===== src/rtl/wb_stage.sv =====
// wb_stage: writeback stage with load align/extend, regfile write port and instret.
// Define WB_FORWARD_EN to enable the write-value bypass outputs.
module wb_stage (
  input  logic        clk,
  input  logic        reset,
  input  logic        in_valid,
  output logic        in_ready,
  input  logic        in_we,
  input  logic [4:0]  in_rd,
  input  logic        in_is_load,
  input  logic [2:0]  in_funct3,
  input  logic [1:0]  in_addr_lo,
  input  logic [31:0] in_result,
  input  logic        dmem_rvalid,
  input  logic [31:0] dmem_rdata,
  output logic        write,
  output logic [4:0]  wrAddr,
  output logic [31:0] wrData,
  output logic [31:0] instret,
  input  logic [4:0]  fwd_rs1,
  input  logic [4:0]  fwd_rs2,
  output logic        fwd_hit_a,
  output logic        fwd_hit_b,
  output logic [31:0] fwd_data
);

  typedef enum logic {IDLE, WAIT_LOAD} state_e;

  state_e      state_q;
  logic [4:0]  rd_q;
  logic        we_q;
  logic [2:0]  f3_q;
  logic [1:0]  lo_q;
  logic        write_q;
  logic [4:0]  wraddr_q;
  logic [31:0] wrdata_q;
  logic [31:0] instret_q;

  logic        accept;
  logic [7:0]  byte_sel;
  logic [15:0] half_sel;
  logic [31:0] ld_data;

  assign in_ready = (state_q == IDLE) & ~reset;
  assign accept   = in_valid & in_ready;

  always_comb begin
    byte_sel = dmem_rdata[7:0];
    case (lo_q)
      2'd1:    byte_sel = dmem_rdata[15:8];
      2'd2:    byte_sel = dmem_rdata[23:16];
      2'd3:    byte_sel = dmem_rdata[31:24];
      default: byte_sel = dmem_rdata[7:0];
    endcase
    half_sel = lo_q[1] ? dmem_rdata[31:16] : dmem_rdata[15:0];
    // Unused funct3 encodings fall back to a full-word load
    case (f3_q)
      3'b000:  ld_data = {{24{byte_sel[7]}}, byte_sel};
      3'b001:  ld_data = {{16{half_sel[15]}}, half_sel};
      3'b100:  ld_data = {24'd0, byte_sel};
      3'b101:  ld_data = {16'd0, half_sel};
      default: ld_data = dmem_rdata;
    endcase
  end

  always_ff @(posedge clk or posedge reset) begin
    if (reset) begin
      state_q   <= IDLE;
      rd_q      <= 5'd0;
      we_q      <= 1'b0;
      f3_q      <= 3'd0;
      lo_q      <= 2'd0;
      write_q   <= 1'b0;
      wraddr_q  <= 5'd0;
      wrdata_q  <= 32'd0;
      instret_q <= 32'd0;
    end else begin
      write_q <= 1'b0;
      unique case (state_q)
        IDLE: begin
          if (accept) begin
            if (in_is_load) begin
              state_q <= WAIT_LOAD;
              rd_q    <= in_rd;
              we_q    <= in_we;
              f3_q    <= in_funct3;
              lo_q    <= in_addr_lo;
            end else begin
              wrdata_q  <= in_result;
              wraddr_q  <= in_rd;
              write_q   <= in_we & (|in_rd);
              instret_q <= instret_q + 32'd1;
            end
          end
        end
        WAIT_LOAD: begin
          if (dmem_rvalid) begin
            wrdata_q  <= ld_data;
            wraddr_q  <= rd_q;
            write_q   <= we_q & (|rd_q);
            instret_q <= instret_q + 32'd1;
            state_q   <= IDLE;
          end
        end
      endcase
    end
  end

  assign write   = write_q;
  assign wrAddr  = wraddr_q;
  assign wrData  = wrdata_q;
  assign instret = instret_q;

`ifdef WB_FORWARD_EN
  // x0 never hits since write_q is already low for rd=0
  assign fwd_hit_a = write_q & (wraddr_q == fwd_rs1);
  assign fwd_hit_b = write_q & (wraddr_q == fwd_rs2);
  assign fwd_data  = wrdata_q;
`else
  logic unused_fwd;
  assign unused_fwd = ^{fwd_rs1, fwd_rs2};
  assign fwd_hit_a  = 1'b0;
  assign fwd_hit_b  = 1'b0;
  assign fwd_data   = 32'd0;
`endif

endmodule


===== config.mk =====
export PLATFORM = sky130hd
export DESIGN_NAME = wb_stage
export DESIGN_NICKNAME = d
export VERILOG_FILES = /design/src/rtl/wb_stage.sv
export SDC_FILE = /design/constraint.sdc
export NUM_CORES = 1
export LEC_CHECK = 0
export CORE_UTILIZATION = 46
export DETAILED_ROUTE_END_ITERATION = 12
export PLACE_DENSITY_LB_ADDON = 0.12
export REMOVE_ABC_BUFFERS = 1
export SYNTH_ARGS = -nofsm -noshare
export SYNTH_HDL_FRONTEND = slang
export SYNTH_SLANG_ARGS = --single-unit

===== constraint.sdc =====
create_clock -name clk -period 4.6 [get_ports clk]
set_input_delay 0.69 -clock clk [delete_from_list [all_inputs] [get_ports clk]]
set_output_delay 0.69 -clock clk [all_outputs]
set_load 0.01 [all_outputs]

==> impl_metrics.csv <==
group,metric,value,unit
floorplanning,row_count,35,
clock_network,clockRootBuffer,"clkbuf_8",
sta,slew-limit-headroom,26.0,%
critical_path,cp-end-kind,"flop",
critical_path,r2r_setup_slack,1680,ps
synth,synth_compound_area_share,13.9,%
power_and_ir_drop,p_switching,0.000720,W
clock_network,cts_hold_buf,0,
clock_network,cts_made_buffers,9,
power_and_ir_drop,seqPwrFrac,45.0,%
place,hpwl,8510,um
final_layout,final_common_cell,"clkdlybuf4s50_1",
floorplanning,fp.dieH,100,um
sta,tightest_slew,1110,ps
power_and_ir_drop,leakage,2.58,nW
synth,async_reset_ff_share,100,%
critical_path,critPathLaunchType,"input port",
power_and_ir_drop,p_comb_share,31.5,%
clock_network,cts_tree,"yes",
synth,yosysWarnings,0,
sta,hold_viol,0,
run_status,status,"completed",
power_and_ir_drop,vdd_drop_max,0.000182,V
place,numPortBuffers,150,
power_and_ir_drop,internal_power,0.00152,W
drt,highest_layer,"met4",
synth,synth_area,4420,sq um
drt,drc,0,
sta,fmax,339,MHz
clock_network,cts-resized-gates,0,
sta,min_period,2950,ps
power_and_ir_drop,total_power,0.00224,W
drt,via_count,3864,
floorplanning,io_pins,195,
critical_path,crit_end,"wrData[12]$_DFFE_PP0P_",
global_routing,grt_pass1_wl,18900,um
global_routing,antenna_found_initial,0,
floorplanning,core_area,9280,sq um
final_layout,final_core_util,65.3,%
final_layout,diodes,0,
drt,wl,11700,um
sta,finalSetupTns,0,ps
power_and_ir_drop,switching_share,32.2,%
drt,drt_iter0_markers,210,
sta,slew_viol_final,0,
floorplanning,fp.dieArea,10000,sq um
synth,syn_inst,465,
drt,ant_nets,0,
final_layout,nNetsFinal,695,
global_routing,grt_pass1_vias,3721,
critical_path,crit_fanout,25,
clock_network,clockBufferDepth,2,
synth,yosysUniqueCellTypes,44,
synth,synth_top_family_by_area,"simple AND/OR/NAND/NOR gates",
place,place.gp.congestion,0.853,
synth,avgSynthCellArea,9.50,sq um
critical_path,worstRegToRegCells,6,
drt,routedWlPerCell,15.9,um
synth,yosysSeqAreaShare,46.4,%
min_path,min_path_type,"reg -> reg",
sta,setup_viol,0,
synth,synth_ff_type,"dfrtp_1",
synth,synth_edf_count,0,
floorplanning,fp.dieW,100,um
drt,drt_first_pass_iters,4,
power_and_ir_drop,p_per_area,368,nW/um^2
final_layout,layout_common_cells,"150 x clkdlybuf4s50_1, 81 x dfrtp_1, 44 x nand2_1",
sta,fin_crit_sh,64.1,%
synth,yosys.area_share.adder,0.283,%
final_layout,area_delta_synth_final,37.3,%
global_routing,gr-usage-all-layers,24.2,%
sta,grt_setup_unrepaired,"no",
clock_network,clkSlewWorstSetupHoldPaths,90,ps
power_and_ir_drop,power_frac_clock,23.5,%
drt,wl_met2,5930,um
global_routing,grt_max_degree,54,
synth,synth_xor_area_share,6.31,%
critical_path,worstReg2RegEnd,"wrData[12]$_DFFE_PP0P_",
sta,finClkSkew,18.3,ps
critical_path,critPathRequiredTime,4840,ps
critical_path,worst-setup-path-type,"in -> reg",
clock_network,cts_sinks,82,
clock_network,postCtsSetupBuffers,0,
drt,wl_met1,5110,um
synth,ys_seq_elements,82,
synth,synthMuxAreaShare,5.80,%
floorplanning,start_util,47.6,%
run,maxCapViolations,0,
clock_network,clk_latency,350,ps
critical_path,rr_startpoint,"state_q$_DFF_PP0_",
global_routing,overflow,0,
critical_path,arrival,3190,ps
synth,synth-simple-area-share,17.7,%
drt,vias_per_cell,5.24,
critical_path,crit_path_start,"reset",
drt,wl_met3,606,um
clock_network,h-tree-depth,3,
final_layout,drive_above_1_share,5.92,%
registers in the layout, indices dropped and copies added, names as in the netlist:
name / flops
write: 1
instret: 32
rd_q: 5
state_q: 1
wrAddr: 5
we_q: 1
wrData: 32
f3_q: 3
lo_q: 2
power groups by stage:
stage / clock (W) / combinational [W] / sequential, W
2_1_floorplan: 0 / 0.000265 / 0.00104
3_3_place_gp: 0 / 0.000696 / 0.00101
3_5_place_dp: 0 / 0.000706 / 0.00102
4_1_cts: 0.000533 / 0.000709 / 0.00101
5_1_grt: 0.000566 / 0.000767 / 0.00103
6_report: 0.000525 / 0.000705 / 0.00100
kinds of logic after synthesis:
family,Yosys count
xor+xnor,31
other cells,1
compound gates,94
fa+ha+maj,1
flops,82
mux,22
buf+inv,74
simple gates,160
how the worst min path moves through the flow:
stage | from | end | slack [ps] | depth (start not counted)
after floorplan | we_q$_DFFE_PP0P_ | we_q$_DFFE_PP0P_ | 480 | 1
after global placement | instret[31]$_DFFE_PP0P_ | instret[31]$_DFFE_PP0P_ | 460 | 1
after detailed placement | wrAddr[0]$_DFFE_PP0P_ | wrAddr[0]$_DFFE_PP0P_ | 470 | 2
after CTS | wrData[4]$_DFFE_PP0P_ | wrData[4]$_DFFE_PP0P_ | 490 | 2
after global routing | instret[16]$_DFFE_PP0P_ | instret[16]$_DFFE_PP0P_ | 510 | 1
final | wrAddr[0]$_DFFE_PP0P_ | wrAddr[0]$_DFFE_PP0P_ | 480 | 2
metal layers:
metal,vias to the layer above,track usage (%)
met5,-,0
met4,0,4.91
met3,6,4.87
met2,151,41.9
met1,1863,31.7
li1,1844,-
synth_stat cells (4+ instances only):
master | n | area, sq um
dfrtp_1 | 82 | 2050
nand2_1 | 44 | 165
nor2_1 | 39 | 146
buf_4 | 37 | 278
o21ai_0 | 33 | 165
nor3_1 | 28 | 140
a211oi_1 | 25 | 188
xnor2_1 | 20 | 175
clkbuf_1 | 18 | 67.6
inv_1 | 14 | 52.6
nand3_1 | 13 | 65.1
mux2i_1 | 11 | 110
a21oi_1 | 10 | 50.1
xor2_1 | 10 | 87.6
mux2_2 | 9 | 101
nand4_1 | 9 | 56.3
a22oi_1 | 8 | 60.1
a22o_1 | 7 | 61.3
and3_1 | 7 | 43.8
buf_2 | 4 | 20.0
nand2b_1 | 4 | 25.0
nor2b_1 | 4 | 25.0
per-stage QoR:
| stage | area, sq um | setup WS (ps) | hold WS [ps] | cells |
|---|---|---|---|---|
| floorplan | 4180 | 1450 | 481 | 439 |
| global placement | 5870 | 1300 | 459 | 722 |
| detailed placement | 5870 | 1260 | 473 | 722 |
| CTS | 6070 | 1620 | 494 | 737 |
| global route | 6070 | 1420 | 513 | 737 |
| finish | 6070 | 1650 | 483 | 737 |
final cells by class:
type,instances,area (sq um)
Fill cell,772,3220
Multi-Input combinational cell,342,2070
Sequential cell,82,2050
Timing Repair Buffer,154,1530
Tap cell,129,161
Clock buffer,11,141
Inverter,15,57.6
Clock inverter,4,51.3
critical path, stage by stage:
cell and delay (ps):
clkdlybuf4s50_1 520, or4b_1 550, buf_4 240, nand2_1 520, buf_4 370, nor2_1 70, a211oi_1 220
Note: power is estimated with default switching activity, not from simulation.
